==> src/rtl/zoom_pkg.sv <==
// zoom_pkg: shared types and constants for the nearest-neighbour 2x upscaler.
//   PIXEL_W  - pixel data width
//   COORD_W  - source (ROM) coordinate width
//   DCOORD_W - destination coordinate width
//   SCALE    - upscale factor in each dimension
//   zoom_state_e - controller state encoding
package zoom_pkg;

    localparam int unsigned PIXEL_W  = 8;
    localparam int unsigned COORD_W  = 4;
    localparam int unsigned DCOORD_W = 5;
    localparam int unsigned SCALE    = 2;

    typedef enum logic [1:0] {
        StIdle  = 2'd0,
        StFetch = 2'd1,
        StEmit  = 2'd2,
        StDone  = 2'd3
    } zoom_state_e;

endpackage

==> src/rtl/zoom_nn_2x_dest_counter.sv <==
// dest_counter: destination raster counter for the 2x upscaler.
// Walks dx over 0..dst_width-1 and dy over 0..dst_height-1 in raster order.
//   clk, reset  - clock, asynchronous active-high reset
//   clear       - return both counters to zero (takes priority over advance)
//   advance     - step to the next destination pixel; ignored on the last pixel
//   dx, dy      - current destination column / row
//   last        - current position is the final pixel of the frame
module dest_counter
    import zoom_pkg::*;
#(
    parameter int unsigned dst_width  = 8,
    parameter int unsigned dst_height = 8
) (
    input  logic                clk,
    input  logic                reset,
    input  logic                clear,
    input  logic                advance,
    output logic [DCOORD_W-1:0] dx,
    output logic [DCOORD_W-1:0] dy,
    output logic                last
);

    localparam logic [DCOORD_W-1:0] DxMax = DCOORD_W'(dst_width - 1);
    localparam logic [DCOORD_W-1:0] DyMax = DCOORD_W'(dst_height - 1);

    logic [DCOORD_W-1:0] dx_q, dx_d;
    logic [DCOORD_W-1:0] dy_q, dy_d;
    logic                dx_at_max;
    logic                dy_at_max;

    assign dx_at_max = (dx_q == DxMax);
    assign dy_at_max = (dy_q == DyMax);
    assign last      = dx_at_max && dy_at_max;

    always_comb begin
        dx_d = dx_q;
        dy_d = dy_q;
        if (clear) begin
            dx_d = '0;
            dy_d = '0;
        end else if (advance && !last) begin
            // Counters hold on the final pixel; the next frame clears them.
            if (dx_at_max) begin
                dx_d = '0;
                dy_d = dy_q + DCOORD_W'(1);
            end else begin
                dx_d = dx_q + DCOORD_W'(1);
            end
        end
    end

    always_ff @(posedge clk or posedge reset) begin
        if (reset) begin
            dx_q <= '0;
            dy_q <= '0;
        end else begin
            dx_q <= dx_d;
            dy_q <= dy_d;
        end
    end

    assign dx = dx_q;
    assign dy = dy_q;

endmodule

==> src/rtl/zoom_nn_2x.sv <==
// zoom_nn_2x: nearest-neighbour 2x upscaler fed by a combinational pixel ROM.
// On start, walks the (2*img_width) x (2*img_height) destination raster, fetches
// each source pixel at (dx/2, dy/2) and emits it on a valid/ready stream tagged
// with its destination coordinates.
//   clk, reset      - clock, asynchronous active-high reset
//   start           - begin a frame (sampled only when idle)
//   x, y            - source address to the ROM
//   pixel_in        - ROM data for (x, y)
//   pixel_in_valid  - ROM data valid
//   out_pixel       - upscaled pixel
//   out_x, out_y    - destination coordinates of out_pixel
//   out_valid       - output beat valid
//   out_ready       - downstream accepts the beat
//   busy            - frame in progress
//   done            - one-cycle pulse after the last beat is accepted
module zoom_nn_2x
    import zoom_pkg::*;
#(
    parameter int unsigned img_width  = 4,
    parameter int unsigned img_height = 4
) (
    input  logic                clk,
    input  logic                reset,
    input  logic                start,
    output logic [COORD_W-1:0]  x,
    output logic [COORD_W-1:0]  y,
    input  logic [PIXEL_W-1:0]  pixel_in,
    input  logic                pixel_in_valid,
    output logic [PIXEL_W-1:0]  out_pixel,
    output logic [DCOORD_W-1:0] out_x,
    output logic [DCOORD_W-1:0] out_y,
    output logic                out_valid,
    input  logic                out_ready,
    output logic                busy,
    output logic                done
);

    if (img_width < 1 || img_width > 16) begin : g_bad_width
        $error("zoom_nn_2x: img_width must be in 1..16");
    end
    if (img_height < 1 || img_height > 16) begin : g_bad_height
        $error("zoom_nn_2x: img_height must be in 1..16");
    end

    zoom_state_e         state_q;
    logic [DCOORD_W-1:0] dx;
    logic [DCOORD_W-1:0] dy;
    logic                last;
    logic                cnt_clear;
    logic                cnt_advance;
    logic                handshake;

    assign handshake   = out_valid && out_ready;
    assign cnt_clear   = (state_q == StIdle) && start;
    assign cnt_advance = (state_q == StEmit) && handshake;

    dest_counter #(
        .dst_width  (img_width * SCALE),
        .dst_height (img_height * SCALE)
    ) u_dest_counter (
        .clk     (clk),
        .reset   (reset),
        .clear   (cnt_clear),
        .advance (cnt_advance),
        .dx      (dx),
        .dy      (dy),
        .last    (last)
    );

    // Dropping the LSB of each destination coordinate divides by SCALE = 2.
    assign x = dx[DCOORD_W-1:1];
    assign y = dy[DCOORD_W-1:1];

    always_ff @(posedge clk or posedge reset) begin
        if (reset) begin
            state_q   <= StIdle;
            out_pixel <= '0;
            out_x     <= '0;
            out_y     <= '0;
            out_valid <= 1'b0;
            busy      <= 1'b0;
            done      <= 1'b0;
        end else begin
            done <= 1'b0;
            unique case (state_q)
                StIdle: begin
                    if (start) begin
                        state_q <= StFetch;
                        busy    <= 1'b1;
                    end
                end
                StFetch: begin
                    // Address is held by the counter until the ROM answers.
                    if (pixel_in_valid) begin
                        out_pixel <= pixel_in;
                        out_x     <= dx;
                        out_y     <= dy;
                        out_valid <= 1'b1;
                        state_q   <= StEmit;
                    end
                end
                StEmit: begin
                    // Output registers are untouched until the beat is taken.
                    if (handshake) begin
                        out_valid <= 1'b0;
                        if (last) begin
                            state_q <= StDone;
                            busy    <= 1'b0;
                            done    <= 1'b1;
                        end else begin
                            state_q <= StFetch;
                        end
                    end
                end
                StDone: begin
                    state_q <= StIdle;
                end
                default: begin
                    state_q <= StIdle;
                end
            endcase
        end
    end

endmodule
==> config.mk <==
export PLATFORM = sky130hd
export DESIGN_NAME = zoom_nn_2x
export DESIGN_NICKNAME = d
export VERILOG_FILES = /design/src/rtl/zoom_pkg.sv /design/src/rtl/zoom_nn_2x_dest_counter.sv /design/src/rtl/zoom_nn_2x.sv
export SDC_FILE = /design/constraint.sdc
export NUM_CORES = 1
export LEC_CHECK = 0
export BUFFER_PORTS_ARGS = -buffer_cell sky130_fd_sc_hd__buf_2
export CAP_MARGIN = 10
export CORE_AREA = 10 10 57 82
export CTS_BUF_LIST = sky130_fd_sc_hd__clkbuf_8
export DETAILED_ROUTE_END_ITERATION = 7
export DIE_AREA = 0 0 67 92
export PLACE_DENSITY_LB_ADDON = 0.2
export SLEW_MARGIN = 30
export SYNTH_ARGS = -nofsm -noshare
export SYNTH_HDL_FRONTEND = slang
export SYNTH_SLANG_ARGS = --single-unit
==> constraint.sdc <==
create_clock -name clk -period 4.6 [get_ports clk]
set_input_delay 0.23 -clock clk [delete_from_list [all_inputs] [get_ports clk]]
set_output_delay 0.23 -clock clk [all_outputs]
set_load 0.005 [all_outputs]
Word level (Yosys, flattened, before mapping)
Cells that the tools add are included.
- flip-flop bits (word level): 33
- bits of input ports: 13
- output and inout port bits: 29
- add/subtract/negate cells: 2
- eq/ne operators: 9
- multiplexer cells: 21
- reductions and logical operators: 16
- operator list (operator ; number):
    5-bit two-way mux ; 6
    5-bit by 1-bit adder with 5-bit output, second input constant ; 2
    5-bit by 3-bit equality test with 1-bit output, second input constant ; 2
    1-bit two-way mux ; 8
    2-bit two-way mux ; 4
    2-bit one-hot mux with 4 select lines ; 1
    2-bit nonzero test ; 4
    2-bit inequality test, second input constant ; 3
    3-bit AND reduction ; 2
    1-bit logical AND ; 5
    2-bit equality test, second input constant ; 2
    1-bit one-hot mux with 2 select lines ; 2
    2-bit AND reduction ; 2
    4-bit AND reduction ; 1
    2-bit by 1-bit equality test with 1-bit output, second input constant ; 1
    2-bit zero test ; 1
    2-bit by 1-bit inequality test with 1-bit output, second input constant ; 1
    1-bit zero test ; 1

Logic depth before layout (Yosys ltp)
- depth after elaboration: 6
- gate-level depth with buffers: 5

Cells and area by module
A second synthesis with hierarchy kept.
- cell total of the unflattened synthesis: 112
- area, all modules: 1502.7 sq um
- by module, submodules not included (module ; instances ; cells each ; area an instance (sq um)):
    zoom_nn_2x ; 1 ; 56 ; 889.6
    dest_counter ; 1 ; 56 ; 613.1

Worst setup path after synthesis
Ideal clock, no wire load.
- path type: flip-flop to flip-flop
- from: reg u_dest_counter.dx_q[1], in the netlist u_dest_counter.dx[1]
- to: reg u_dest_counter.dx_q[3], in the netlist u_dest_counter.dx[3]
- library setup time: 0.077 ns
- arrival: 1.489 ns
- data required time: 4.523 ns
- slack: 3.034 ns
- stages on the path, launching flop included: 5
- path buffers: 0
- period minus slack after synthesis: 1.566 ns
- cells stage by stage: dfrtp_1 -> ha_1 -> and4bb_2 -> or4_1 -> a21oi_1
- word-level cells in the longest chain between the ends: 5
- ends and longest elaborated chain (item ; RTL line ; text):
    from (decl) ; zoom_nn_2x_dest_counter.sv:26 ; logic [DCOORD_W-1:0] dx_q, dx_d;
    from (signal assigned) ; zoom_nn_2x_dest_counter.sv:54 ; dx_q <= '0;
    from (signal assigned) ; zoom_nn_2x_dest_counter.sv:57 ; dx_q <= dx_d;
    branches (longest 5 deep; another with 5-bit by 1-bit adder with 5-bit output) ; n/a ;
Parallel ways; which one is timed is not known. The select of a mux whose other input is x is not followed.
A chain may end at the register's enable or synchronous reset.

Worst setup path in the final report
- from: reg u_dest_counter.dx_q[0], in the netlist u_dest_counter.dx[0]
- to: reg u_dest_counter.dy_q[4], in the netlist u_dest_counter.dy[4]
- word-level cells in the longest chain between the ends: 6
- ends and longest elaborated chain (item ; RTL line ; text):
    5-bit by 3-bit equality test with 1-bit output (*) ; zoom_nn_2x_dest_counter.sv:31 ; assign dx_at_max = (dx_q == DxMax);
    1-bit logical AND ; zoom_nn_2x_dest_counter.sv:33 ; assign last = dx_at_max && dy_at_max;
    1-bit zero test ; zoom_nn_2x_dest_counter.sv:41 ; end else if (advance && !last) begin
    1-bit logical AND ; zoom_nn_2x_dest_counter.sv:41 ;
    2-bit nonzero test (no line) ; n/a ;
    2-bit AND reduction (no line) (*) ; n/a ;
    to (signal assigned) ; zoom_nn_2x_dest_counter.sv:58 ; dy_q <= dy_d;
    to (decl) ; zoom_nn_2x_dest_counter.sv:27 ; logic [DCOORD_W-1:0] dy_q, dy_d;
Mark *: on every way between the ends. The rest lies on a longest branch, timed or not.

==> reports/metrics.yaml <==
crit_arrival_ns: 2.01
fmax_mhz: 553
portBuffers: 41
final_common_cell: "buf_2"
numCtsBuffers: 5
synthAdderAreaFrac_pct: 1.65
multiInputGateArea_sq_um: 588
leakagePower_nw: 0.937
drt_pass1_iterations: 4
maxCapViolations: 0
synth_top_family_by_area: "multiplexers"
synth_compound_area_share_pct: 5.62
fp.dieH_um: 92
hold_path_class: "in2async"
slowest_delay_ns: 0.57
endpoint_kind: "flip-flop"
min_period_ns: 1.81
cts_buffer_depth: 2
setup_viol: 0
final_cell_mix: "buf_2, dfrtp_1, mux2_2"
status: "complete, no violations"
drive_gt1_share_pct: 45.1
syn-num-nets: 139
synth_area_sq_mm: 0.00151
ir_drop_mv: 0.319
final.setup.worst_slack_ns: 2.79
wl_mm: 3.16
relSlewSlack_pct: 56.2
die_area_sq_mm: 0.00616
seq_area_frac_synth_pct: 54.6
drv_slew: 0
period_share_pct: 39.3
finalHoldViolCount: 0
critPathKind: "reg2reg"
regArea_sq_um: 826
critPathBufInv: 0
cts_root_buf: "clkbuf_8"
clk_pin_slew_worst_paths_ns: 0.07
synth.mux.area_fraction_pct: 16.0
holdWs_ns: 0.0186
synthToLayoutAreaGrowth_pct: 19.7
num_antenna_cells: 0
place_ws_ns: 2.64
synth_xor_area_share_pct: 0
power.total_mw: 0.833
gp_congestion: 0.803
avgSynthCellArea_sq_um: 12.2
die_w_um: 67
fin_util_pct: 55.1
clkSinkCount: 33
drc: 0
grt_usage_pct: 11.0
crit_chain: "ha_1, nand4bb_1, or4_1, a21oi_1"
fillers: 303
cts_resized: 0
drtIter0Drc: 34
worst_slew_pin_slew_ns: 0.655
final_area_sq_mm: 0.00181
fin_skew_ns: 0.00591
overflow: 0
clk_latency_ns: 0.28
dp.cells: 195
critPathTopFamily: "simple AND/OR/NAND/NOR gates"
rows: 26
grt_pass1_vias: 1110
postRouteAntennaNets: 0
tns_ns: 0
dpl.hpwl_mm: 2.36
powerDensity_mw_per_mm2: 460
io_pins: 42
synth-simple-area-share_pct: 15.6
netlist_instances: 124
grt_max_degree: 34
htree_levels: 2
grt_pass1_wl_mm: 5.29
crit_path_max_fanout: 8
critPathRequiredTime_ns: 4.80
grt_antenna_before_repair: 0
placed_cell_area_sq_mm: 0.00169
ys_types: 30
crit_slowest_cell: "or4_1"
start_util_pct: 46.0
reg2reg_slack_ns: 2.79
avgViaCountPerCell: 5.22
rsz0062_at_grt: "false"
post_drt_wl_per_cell_um: 15.5
cts_tree: "built"
nets: 176
vias: 1065
layout.cells.non_filler: 204
startpoint_type: "flip-flop"
postCtsSetupBuffers: 0
postCtsHoldBufs: 0
ys_warn_count: 0
ys_ff_latch: 33
coreArea_sq_mm: 0.00329
[Yosys cell counts (all sizes together)]
cell | instances | area share (%)
a21oi | 5 | 1.7
a31oi | 1 | 0.41
and4b | 1 | 0.66
and4bb | 2 | 1.7
buf | 12 | 5.3
clkbuf | 1 | 0.25
dfrtp | 33 | 55
ha | 2 | 1.7
inv | 4 | 0.99
mux2 | 18 | 13
mux2i | 4 | 2.6
nand2 | 12 | 3.0
nand2b | 1 | 0.41
nand3 | 5 | 1.7
nand3b | 1 | 0.50
nand4 | 1 | 0.41
nand4b | 1 | 1.6
nand4bb | 2 | 1.5
nor3 | 4 | 1.3
nor3b | 1 | 0.50
nor4 | 1 | 0.41
o2111a | 1 | 0.74
o21ai | 4 | 1.3
o22ai | 1 | 0.41
o311ai | 1 | 0.58
o31ai | 1 | 0.50
or3 | 1 | 0.41
or3b | 1 | 0.58
or4 | 2 | 0.99
[registers in the layout, indices dropped and copies added (netlist names)]
name               cells
done                   1
busy                   1
u_dest_counter.dx      5
out_y                  5
out_x                  5
out_valid              1
state_q                2
u_dest_counter.dy      5
out_pixel              8
[worst reg2reg max path, stage by stage (launching register included)]
cell and delay (ns):
dfrtp_1 0.40, ha_1 0.26, nand4bb_1 0.35, or4_1 0.57
a21oi_1 0.15
[final cells by class]
cell class	instances	share of cell area (%)
clock buffers	7	5.32
clock inverters	1	0.276
inverters	4	0.829
multi-input cells	74	32.5
flip-flops and latches	33	45.6
well taps	42	2.90
repair buffers	43	12.6
[per-layer routing]
| metal | up-vias | global-route usage, % | share of wire [%] |
|---|---|---|---|
| met1 | 506 | 10.9 | 37 |
| met5 | - | 0 | 0 |
| met4 | 0 | 5.15 | 1.1 |
| met3 | 4 | 6.58 | 11 |
| li1 | 511 | - | - |
| met2 | 44 | 17.5 | 50 |
[report_power, final]
| part | internal (mW) | switching (mW) | total (mW) | leakage (nW) |
|---|---|---|---|---|
| logic | 0.112 | 0.0953 | 0.207 | 0.452 |
| clock network | 0.135 | 0.0997 | 0.235 | 0.0542 |
| registers | 0.349 | 0.0415 | 0.391 | 0.430 |
[cells by family after synthesis]
group	count (synthesis)
multiplexers	22
adder cells (fa/ha/maj)	2
AO/OA/AOI/OAI	14
AND/OR/NAND/NOR	36
buffers and inverters	17
flip-flops	33
[final timing paths]
check	startpoint	end	cells after the start
hold / removal	reset	out_y[0]	3
min in group clk	pixel_in[5]	out_pixel[5]	2
max in group asynchronous	reset	out_y[2]	3
setup reg to reg	u_dest_counter.dx[0]	u_dest_counter.dy[4]	4
hold reg to reg	out_y[4]	out_y[4]	1
setup / recovery	u_dest_counter.dx[0]	u_dest_counter.dy[4]	4
Note: power is estimated with default switching activity, not from simulation.
